`src/rtl/iic_seq_engine.sv`:
```
// ----------------------------------------------------------------------------
// iic_seq_engine
//   ROM-scripted I2C register sequencer driving a basic_iic master. Each 32-bit
//   instruction word is fetched from an external synchronous ROM (one cycle of
//   read latency) and executed as a write, masked read-modify-write,
//   poll-until-match, timed wait, save or restore.
//
//   Instruction word: [31:28] op, [27:24] reserved, [23:16] reg, [15:8] val,
//                     [7:0] mask
//   Opcodes: 0 END, 1 WRITE/RMW, 2 POLL, 3 WAIT, 4 SAVE, 5 RESTORE, others illegal.
//
// Ports
//   CLK, RSTn   clock, asynchronous active-low reset
//   start       1-cycle pulse, run the script from address 0 (ignored while busy)
//   busy        script executing
//   done        script reached END; held until next start
//   error       script aborted; held until next start
//   err_code    1 poll timeout, 2 illegal opcode, 3 ROM overrun
//   err_pc      address of the faulting instruction
//   rom_addr    instruction address (rom_data valid one cycle later)
//   rom_data    instruction word from ROM
//   iic_cmd     00 nop, 01 write, 10 read (non-nop for one cycle)
//   iic_addr    register address for basic_iic
//   iic_wdata   write data for basic_iic
//   iic_rdata   read data, valid with iic_done
//   iic_done    1-cycle completion pulse from basic_iic
//
// Handshake with basic_iic: iic_cmd is non-zero for exactly one cycle (the
// *_GO state) with iic_addr/iic_wdata already stable; both are held unchanged
// until iic_done is seen in the matching *_WT state, and no further command is
// issued before that. iic_done arriving in any other state is ignored.
// ----------------------------------------------------------------------------
module iic_seq_engine #(
  parameter int ROM_AW     = 9,
  parameter int WAIT_UNIT  = 50000,
  parameter int POLL_LIMIT = 1000,
  parameter bit AUTO_START = 1'b1
) (
  input  logic              CLK,
  input  logic              RSTn,
  input  logic              start,
  output logic              busy,
  output logic              done,
  output logic              error,
  output logic [1:0]        err_code,
  output logic [ROM_AW-1:0] err_pc,
  output logic [ROM_AW-1:0] rom_addr,
  input  logic [31:0]       rom_data,
  output logic [1:0]        iic_cmd,
  output logic [7:0]        iic_addr,
  output logic [7:0]        iic_wdata,
  input  logic [7:0]        iic_rdata,
  input  logic              iic_done
);

  typedef enum logic [3:0] {
    S_IDLE, S_FETCH, S_LATCH, S_RD_GO, S_RD_WT,
    S_WR_GO, S_WR_WT, S_WAIT, S_DONE, S_ERR
  } state_t;

  localparam logic [3:0] OP_END     = 4'd0;
  localparam logic [3:0] OP_WRITE   = 4'd1;
  localparam logic [3:0] OP_POLL    = 4'd2;
  localparam logic [3:0] OP_WAIT    = 4'd3;
  localparam logic [3:0] OP_SAVE    = 4'd4;
  localparam logic [3:0] OP_RESTORE = 4'd5;

  localparam logic [1:0] ERR_POLL    = 2'd1;
  localparam logic [1:0] ERR_ILLEGAL = 2'd2;
  localparam logic [1:0] ERR_OVERRUN = 2'd3;

  localparam logic [ROM_AW-1:0] PC_MAX   = '1;
  localparam logic [31:0]       PRE_LAST = 32'(WAIT_UNIT - 1);
  localparam logic [15:0]       POLL_LAST = 16'(POLL_LIMIT - 1);

  state_t            state, state_nxt;
  logic [ROM_AW-1:0] pc;
  logic [3:0]        op_q;
  logic [7:0]        val_q, mask_q, scratch;
  logic [15:0]       poll_cnt, wait_cnt;
  logic [31:0]       pre_cnt;
  logic              auto_pend;

  // Fields of the word presented by the ROM during LATCH.
  logic [3:0] rom_op;
  logic [7:0] rom_reg, rom_val, rom_mask;
  logic       rsvd_unused;
  assign rom_op      = rom_data[31:28];
  assign rom_reg     = rom_data[23:16];
  assign rom_val     = rom_data[15:8];
  assign rom_mask    = rom_data[7:0];
  assign rsvd_unused = ^rom_data[27:24];

  // Control decisions produced alongside the next state.
  logic       kick;      // accepted start (explicit or armed by reset)
  logic       adv;       // current instruction completed
  logic       err_go;
  logic [1:0] err_nxt;
  logic       load_wr;
  logic [7:0] wr_val;
  logic       poll_hit;
  logic       wait_last;

  assign poll_hit  = (iic_rdata & mask_q) == (val_q & mask_q);
  assign wait_last = (pre_cnt == PRE_LAST) && (wait_cnt == 16'd1);

  always_ff @(posedge CLK or negedge RSTn) begin
    if (!RSTn) state <= S_IDLE;
    else       state <= state_nxt;
  end

  always_comb begin
    state_nxt = state;
    kick      = 1'b0;
    adv       = 1'b0;
    err_go    = 1'b0;
    err_nxt   = 2'd0;
    load_wr   = 1'b0;
    wr_val    = 8'h00;
    case (state)
      S_IDLE, S_DONE, S_ERR: begin
        if (start || auto_pend) begin
          kick      = 1'b1;
          state_nxt = S_FETCH;
        end
      end
      S_FETCH: state_nxt = S_LATCH;
      S_LATCH: begin
        case (rom_op)
          OP_END: state_nxt = S_DONE;
          OP_WRITE: begin
            if (rom_mask == 8'hFF) begin
              load_wr   = 1'b1;
              wr_val    = rom_val;
              state_nxt = S_WR_GO;
            end else begin
              state_nxt = S_RD_GO;
            end
          end
          OP_POLL, OP_SAVE: state_nxt = S_RD_GO;
          OP_WAIT: begin
            if ({rom_val, rom_mask} == 16'd0) adv = 1'b1;
            else                              state_nxt = S_WAIT;
          end
          OP_RESTORE: begin
            load_wr   = 1'b1;
            wr_val    = (scratch & rom_mask) | (rom_val & ~rom_mask);
            state_nxt = S_WR_GO;
          end
          default: begin
            err_go  = 1'b1;
            err_nxt = ERR_ILLEGAL;
          end
        endcase
      end
      S_RD_GO: state_nxt = S_RD_WT;
      S_RD_WT: begin
        if (iic_done) begin
          case (op_q)
            OP_WRITE: begin
              load_wr   = 1'b1;
              wr_val    = (iic_rdata & ~mask_q) | (val_q & mask_q);
              state_nxt = S_WR_GO;
            end
            OP_POLL: begin
              if (poll_hit) begin
                adv = 1'b1;
              end else if (poll_cnt == POLL_LAST) begin
                err_go  = 1'b1;
                err_nxt = ERR_POLL;
              end else begin
                state_nxt = S_RD_GO;
              end
            end
            default: adv = 1'b1;  // SAVE: scratch captured below
          endcase
        end
      end
      S_WR_GO: state_nxt = S_WR_WT;
      S_WR_WT: if (iic_done) adv = 1'b1;
      S_WAIT:  if (wait_last) adv = 1'b1;
      default: state_nxt = S_IDLE;
    endcase

    // The last ROM word must be END; pc is never allowed to wrap.
    if (adv) begin
      if (pc == PC_MAX) begin
        err_go  = 1'b1;
        err_nxt = ERR_OVERRUN;
      end else begin
        state_nxt = S_FETCH;
      end
    end
    if (err_go) state_nxt = S_ERR;
  end

  always_ff @(posedge CLK or negedge RSTn) begin
    if (!RSTn) begin
      pc        <= '0;
      op_q      <= 4'd0;
      val_q     <= 8'h00;
      mask_q    <= 8'h00;
      scratch   <= 8'h00;
      poll_cnt  <= 16'd0;
      wait_cnt  <= 16'd0;
      pre_cnt   <= 32'd0;
      err_code  <= 2'd0;
      err_pc    <= '0;
      iic_addr  <= 8'h00;
      iic_wdata <= 8'h00;
      auto_pend <= AUTO_START;
    end else begin
      // Auto-start is only offered in the first cycle after reset.
      auto_pend <= 1'b0;
      if (kick) begin
        pc       <= '0;
        err_code <= 2'd0;
      end
      if (state == S_LATCH) begin
        op_q     <= rom_op;
        iic_addr <= rom_reg;
        val_q    <= rom_val;
        mask_q   <= rom_mask;
        poll_cnt <= 16'd0;
        wait_cnt <= {rom_val, rom_mask};
        pre_cnt  <= 32'd0;
      end
      if (load_wr) iic_wdata <= wr_val;
      if (state == S_RD_WT && iic_done) begin
        if (op_q == OP_SAVE) scratch <= iic_rdata;
        if (op_q == OP_POLL) poll_cnt <= poll_cnt + 16'd1;
      end
      if (state == S_WAIT) begin
        if (pre_cnt == PRE_LAST) begin
          pre_cnt  <= 32'd0;
          wait_cnt <= wait_cnt - 16'd1;
        end else begin
          pre_cnt <= pre_cnt + 32'd1;
        end
      end
      if (adv && pc != PC_MAX) pc <= pc + ROM_AW'(1);
      if (err_go) begin
        err_code <= err_nxt;
        err_pc   <= pc;
      end
    end
  end

  assign rom_addr = pc;
  assign busy     = !(state == S_IDLE || state == S_DONE || state == S_ERR);
  assign done     = (state == S_DONE);
  assign error    = (state == S_ERR);
  assign iic_cmd  = (state == S_RD_GO) ? 2'b10 :
                    (state == S_WR_GO) ? 2'b01 : 2'b00;

endmodule

```
`config.mk`:
```
export PLATFORM = sky130hd
export DESIGN_NAME = iic_seq_engine
export DESIGN_NICKNAME = d
export VERILOG_FILES = /design/src/rtl/iic_seq_engine.sv
export SDC_FILE = /design/constraint.sdc
export NUM_CORES = 1
export LEC_CHECK = 0
export ABC_AREA = 1
export ABC_CLOCK_PERIOD_IN_PS = 5470
export CORE_ASPECT_RATIO = 0.6
export CORE_MARGIN = 10
export CORE_UTILIZATION = 50
export DETAILED_ROUTE_END_ITERATION = 7
export PLACE_DENSITY = 0.8
export SLEW_MARGIN = 20
export SYNTH_ARGS = -nofsm -noshare
export SYNTH_HDL_FRONTEND = slang
export SYNTH_SLANG_ARGS = --single-unit
```
`constraint.sdc`:
```
create_clock -name CLK -period 5.47 [get_ports CLK]
set_input_delay 1.094 -clock CLK [delete_from_list [all_inputs] [get_ports CLK]]
set_output_delay 1.094 -clock CLK [all_outputs]
set_load 0.01 [all_outputs]
```
[Word-level counts from Yosys, hierarchy flattened]
Index checks and enable logic that the tools add are counted.
Storage, ports and cells
  output and inout bits: 41
  register bits: 133
Cells by class
  bitwise gates (word level): 9
  equal/unequal tests: 24
  reductions and logical operators: 18
  mux-type cells: 63
  add/subtract/negate cells: 4
Operators with widths (count)
  2-to-1 mux 16 bit: 6
  2-to-1 mux 32 bit: 3
  AND 8 bit: 5
  adder 32 x 1 -> 32 bit, second input constant: 1
  == test 32 x 16 -> 1 bit, second input constant: 1
  2-to-1 mux 4 bit: 8
  case mux 8 bit (2 select lines): 2
  == test 4 x 3 -> 1 bit, second input constant: 7
  case mux 4 bit (7 select lines): 1
  2-to-1 mux 8 bit: 3
  2-to-1 mux 1 bit: 23
  == test 4 x 2 -> 1 bit, second input constant: 5
  case mux 4 bit (5 select lines): 1
  2-to-1 mux 9 bit: 2
  adder 16 x 1 -> 16 bit, second input constant: 1
  == test 16 x 1 -> 1 bit, second input constant: 1
  == test 16 x 10 -> 1 bit, second input constant: 1
  logical NOT 16 bit: 1
  NOT 8 bit: 2
  OR 8 bit: 2
  subtractor 16 x 1 -> 16 bit, second input constant: 1
  == test 4 x 1 -> 1 bit, second input constant: 3
  2-to-1 mux 2 bit: 6
  adder 9 x 1 -> 9 bit, second input constant: 1
  19 further kinds: 31

[Longest topological paths before layout]
  depth in word-level cells: 9
  gate-level depth with buffers: 14
  mapped depth without buffers: 13

[Worst setup path before layout]
No wires, ideal clock.
  path kind: input-to-reg
  start point: input port iic_rdata[3]
  end point: register err_pc[3]
  required time: 5.353 ns
  stages: 13
  arrival: 2.181 ns
  slack: 3.172 ns
  cell sequence: inv_1 nand2_1 nand3_1 nand2_1 nor2_1 nand2_1 nand4_1 nor2_1 nor2_2 nand2_2 buf_6 nand2_1 nand2_1
On the way
  word-level cells in the longest chain between the ends: 8
Ends and longest elaborated chain
  start, declared: RTL line 52  | input logic [7:0] iic_rdata,
  AND 8 bit (*): RTL line 104  | assign poll_hit = (iic_rdata & mask_q) == (val_q & mask_q);
  == test 8 bit (*): RTL line 104
  2-to-1 mux 1 bit: RTL line 166  | if (poll_hit) begin
  2-to-1 mux 1 bit: RTL line 159  | case (op_q)
  2-to-1 mux 1 bit: RTL line 158  | if (iic_done) begin
  case mux 1 bit (2 select lines): RTL line 120  | case (state)
  2-to-1 mux 1 bit: RTL line 187  | if (pc == PC_MAX) begin
  2-to-1 mux 1 bit (*): RTL line 186  | if (adv) begin
  end signal, assigned: RTL line 244  | err_pc <= pc;
  end, declared: RTL line 46  | output logic [ROM_AW-1:0] err_pc,
Mark *: on every way between the ends. The rest lies on a longest branch, timed or not.
A chain may end at the register's enable or synchronous reset.

[Worst setup path after layout]
  start point: register state[0]
  end point: output port iic_cmd[1]
On the way
  word-level cells in the longest chain between the ends: 2
Ends and longest elaborated chain
  start, declared: RTL line 76  | state_t state, state_nxt;
  start signal, assigned: RTL line 109  | else state <= state_nxt;
  == test 4 x 2 -> 1 bit: RTL line 253  | assign iic_cmd = (state == S_RD_GO) ? 2'b10 :
  2-to-1 mux 2 bit: RTL line 253
  end, declared: RTL line 49  | output logic [1:0] iic_cmd,
No other way between the ends.

==> metrics.txt <==
# TYPE chip_impl_metric gauge
chip_impl_metric{name="antenna_cells_inserted",unit=""} 0
chip_impl_metric{name="syn_area",unit="mm²"} 0.00761
chip_impl_info{name="critical_path.reg2reg.endpoint",value="pre_cnt[30]$_DFFE_PN0P_"} 1
chip_impl_metric{name="place_congestion",unit=""} 1.03
chip_impl_info{name="run_status",value="finished, final reports clean"} 1
chip_impl_metric{name="async_flop_share",unit=""} 1.00
chip_impl_info{name="hold_path.class",value="reg2reg"} 1
chip_impl_info{name="critPathLaunchType",value="register"} 1
chip_impl_info{name="end_kind",value="output pin"} 1
chip_impl_metric{name="finalNetCount",unit=""} 1172
chip_impl_metric{name="initial_utilization",unit=""} 0.517
chip_impl_metric{name="post_synthesis_average_cell_area",unit="µm²"} 7.31
chip_impl_metric{name="first_pass_iters",unit=""} 6
chip_impl_metric{name="max_clock_freq",unit="MHz"} 337
chip_impl_metric{name="netSwitchingFraction",unit=""} 0.394
chip_impl_metric{name="route.vias.total",unit=""} 7512
chip_impl_metric{name="seq_power_share",unit=""} 0.373
chip_impl_metric{name="reg2reg_setup_slack",unit="ns"} 2.79
chip_impl_metric{name="dp_hpwl",unit="mm"} 16.2
chip_impl_metric{name="number_of_max_slew_violations_in_the_final_report",unit=""} 0
chip_impl_metric{name="max_slew.worst_pin.slew",unit="ns"} 0.928
chip_impl_metric{name="syn-num-nets",unit=""} 1091
chip_impl_info{name="timing_worst_setup_path_type",value="reg2out"} 1
chip_impl_metric{name="worst_hold_path.num_cells",unit=""} 2
chip_impl_metric{name="p_sw",unit="mW"} 1.54
chip_impl_metric{name="floorplan.rows",unit=""} 34
chip_impl_info{name="rsz0062_at_grt",value="no"} 1
chip_impl_metric{name="finalCriticalPeriod",unit="ns"} 2.97
chip_impl_metric{name="wire_length_of_the_first_global_routing_pass",unit="mm"} 35.5
chip_impl_info{name="synthFlopType",value="sky130_fd_sc_hd__dfrtp_1"} 1
chip_impl_metric{name="setup_viol",unit=""} 0
chip_impl_metric{name="design.portCount",unit=""} 85
chip_impl_metric{name="max_cap_violations",unit=""} 0
chip_impl_metric{name="cts_setup_buffers",unit=""} 0
chip_impl_metric{name="yosysWarningCount",unit=""} 0
chip_impl_metric{name="peakVddDrop",unit="mV"} 0.265
chip_impl_metric{name="wl_per_cell",unit="µm"} 16.6
chip_impl_metric{name="drt_drc_violations_left",unit=""} 0
chip_impl_metric{name="power.internal",unit="mW"} 2.36
chip_impl_metric{name="dieWidth",unit="µm"} 179
chip_impl_info{name="cts_root_buf",value="sky130_fd_sc_hd__clkbuf_16"} 1
chip_impl_metric{name="total_leakage_power",unit="nW"} 4.28
chip_impl_metric{name="worst_slew_margin_rel",unit=""} 0.381
chip_impl_metric{name="tns",unit="ns"} 0
chip_impl_metric{name="combPwrFrac",unit=""} 0.340
chip_impl_metric{name="count_of_flip_flops_with_a_built_in_enable_after_synthesis",unit=""} 0
chip_impl_metric{name="postLayoutCellArea",unit="mm²"} 0.00915
chip_impl_metric{name="yosysTopAreaCellShare",unit=""} 0.434
chip_impl_metric{name="netlist_instances",unit=""} 1041
chip_impl_metric{name="antenna_found_initial",unit=""} 1
chip_impl_metric{name="yosys_register_bits",unit=""} 133
chip_impl_metric{name="synth-seq-area-share",unit=""} 0.437
chip_impl_metric{name="clock_sink_count",unit=""} 133
chip_impl_metric{name="clock_skew",unit="ns"} 0.0180
chip_impl_metric{name="worst-endpoint-required",unit="ns"} 4.38
chip_impl_metric{name="gr-usage-all-layers",unit=""} 0.215
chip_impl_metric{name="final-hold-violation-count",unit=""} 0
chip_impl_metric{name="arrival",unit="ns"} 1.88
chip_impl_metric{name="cts_htree_levels",unit=""} 4
chip_impl_metric{name="grt_max_degree",unit=""} 99
chip_impl_metric{name="tritoncts.num_buffers",unit=""} 17
chip_impl_info{name="yosys.area.top_type",value="sky130_fd_sc_hd__dfrtp_1"} 1
chip_impl_metric{name="nFillCells",unit=""} 1301
chip_impl_metric{name="worstRegToRegCells",unit=""} 8
chip_impl_metric{name="post_cts_hold_buffer_count",unit=""} 0
chip_impl_metric{name="cts_resized",unit=""} 0
chip_impl_info{name="r2r_startpoint",value="state[1]$_DFF_PN0_"} 1
chip_impl_info{name="tritoncts",value="yes"} 1
chip_impl_metric{name="post_drt_via_cell_ratio",unit=""} 5.64
chip_impl_metric{name="crit_path_max_fanout",unit=""} 4
chip_impl_metric{name="clkTransAtPathRegs",unit="ns"} 0.06
chip_impl_metric{name="post_synth_num_cell_types",unit=""} 45
chip_impl_info{name="worstHoldEndpoint",value="iic_wdata[2]$_DFFE_PN0P_"} 1
chip_impl_metric{name="chipHeight",unit="µm"} 116
chip_impl_metric{name="coreArea",unit="mm²"} 0.0147
chip_impl_metric{name="die-area",unit="mm²"} 0.0207
chip_impl_metric{name="antenna_violating_nets_post_route",unit=""} 0
chip_impl_metric{name="areaGrowthSynthToFinish",unit="%"} 20.3
chip_impl_metric{name="placed_area",unit="mm²"} 0.00858
chip_impl_info{name="min-delay-start",value="iic_wdata[2]$_DFFE_PN0P_"} 1
chip_impl_metric{name="initialDrtViolationCount",unit=""} 1016
chip_impl_metric{name="vias_in_the_first_global_route",unit=""} 6812
chip_impl_metric{name="power-per-cell-area",unit="mW/mm²"} 426
chip_impl_metric{name="period_utilisation_layout",unit=""} 0.543
chip_impl_metric{name="port_buffers",unit=""} 80
chip_impl_metric{name="clk_latency",unit="ns"} 0.43
chip_impl_metric{name="drive_above_1_share",unit=""} 0.0564
chip_impl_metric{name="routed_wirelength",unit="mm"} 22.1
chip_impl_metric{name="clock_path_buffers",unit=""} 2
chip_impl_metric{name="power_frac_clock",unit=""} 0.287
chip_impl_info{name="synth.top_cells.by_area",value="sky130_fd_sc_hd__dfrtp_1, sky130_fd_sc_hd__nand2_1, sky130_fd_sc_hd__inv_1"} 1
chip_impl_metric{name="global_route.overflow_total",unit=""} 0
[how the worst max path moves through the flow]
stage                        from               endpoint  slack [ns]  cells past startpoint
2_1_floorplan        iic_rdata[3]  err_pc[3]$_DFFE_PN0P_        3.17                     13
3_3_place_gp         iic_rdata[2]     state[3]$_DFF_PN0_        2.23                     13
3_5_place_dp             iic_done  poll_cnt[4]$_DFF_PN0_        2.18                     10
4_1_cts        state[0]$_DFF_PN0_             iic_cmd[1]        2.49                      5
5_1_grt                  iic_done  poll_cnt[4]$_DFF_PN0_        2.35                     10
6_report       state[0]$_DFF_PN0_             iic_cmd[1]        2.50                      5
[placed cells by master, fill, tap and decap left out, drive strengths merged, types with 22 or more instances in the layout]
cell | synthesis | layout
nand4 | 22 | 22
clkdlybuf4s50 | 0 | 79
nor3 | 38 | 38
inv | 136 | 141
nand3 | 95 | 95
nor2 | 106 | 106
nand2 | 284 | 284
o21ai | 91 | 91
dfrtp | 132 | 132
xor2 | 27 | 27
[per-layer routing]
layer | track usage | share of wire | wire length [µm]
met1 | 0.328 | 0.48 | 10600
met2 | 0.270 | 0.38 | 8440
met3 | 0.0845 | 0.13 | 2840
met4 | 0.0522 | 0.010 | 229
met5 | 0 | 0.00077 | 17
[sequential cells by signal, indices dropped and copies added, names as in the netlist]
| name | flops |
|---|---|
| auto_pend | 1 |
| err_code | 2 |
| err_pc | 9 |
| iic_addr | 8 |
| iic_wdata | 8 |
| mask_q | 8 |
| op_q | 4 |
| poll_cnt | 16 |
| pre_cnt | 32 |
| rom_addr | 9 |
| scratch | 8 |
| state | 4 |
| val_q | 8 |
| wait_cnt | 16 |
[cell families after synthesis]
| family | after synthesis | share of synthesized area |
|---|---|---|
| DFF | 133 | 0.437 |
| adders and majority gates | 6 | 0.00986 |
| muxes | 2 | 0.00296 |
| xor gates and xnor gates | 30 | 0.0345 |
| and+or+nand+nor | 560 | 0.322 |
| other | 1 | 0.000493 |
| AOI/OAI and AO/OA | 150 | 0.110 |
| buffers and inverters | 159 | 0.0822 |
[stage by stage]
stage / setup WS, ns / hold slack (ns) / cells / util / total power, mW
after floorplan: 3.17 / 0.453 / 1041 / - / 2.26
after global placement: 2.23 / 0.456 / 1301 / 0.583 / 2.71
after detailed placement: 2.18 / 0.467 / 1301 / 0.583 / 2.76
after CTS: 2.49 / 0.487 / 1333 / 0.622 / 3.89
after global routing: 2.35 / 0.511 / 1333 / 0.622 / 4.16
final: 2.50 / 0.480 / 1333 / 0.622 / 3.90
[cells in the mapped netlist (all sizes together) (10+ instances only)]
cell type    n
buf         12
nand3       95
nor2       106
o22ai       12
inv        136
clkbuf      10
nor3        38
xor2        27
dfrtp      132
o21ai       91
nand4       22
nand2      284
a21oi       18
[final cells by class]
cell class                      count  area (µm²)  area share
Multi-Input combinational cell    749        3660       0.399
Sequential cell                   133        3330       0.364
Timing Repair Buffer               84         832      0.0909
Inverter                          137         514      0.0562
Clock buffer                       17         425      0.0465
Tap cell                          198         248      0.0271
Clock inverter                     15         149      0.0163
[worst max-delay path, cell delays in order, from the launching register on]
cell                              delay, ns
sky130_fd_sc_hd__dfrtp_1               0.39
sky130_fd_sc_hd__inv_1                 0.13
sky130_fd_sc_hd__nor2_1                0.12
sky130_fd_sc_hd__inv_1                 0.06
sky130_fd_sc_hd__nor2_1                0.17
sky130_fd_sc_hd__clkdlybuf4s50_1       0.58
[power groups by stage]
stage               Combinational, mW  Sequential [mW]  Clock, mW
floorplan                       0.819             1.44          0
global placement                 1.27             1.45          0
detailed placement               1.31             1.45          0
CTS                              1.32             1.45       1.13
global route                     1.50             1.48       1.18
finish                           1.32             1.46       1.12
(Power assumes the default switching activity.)
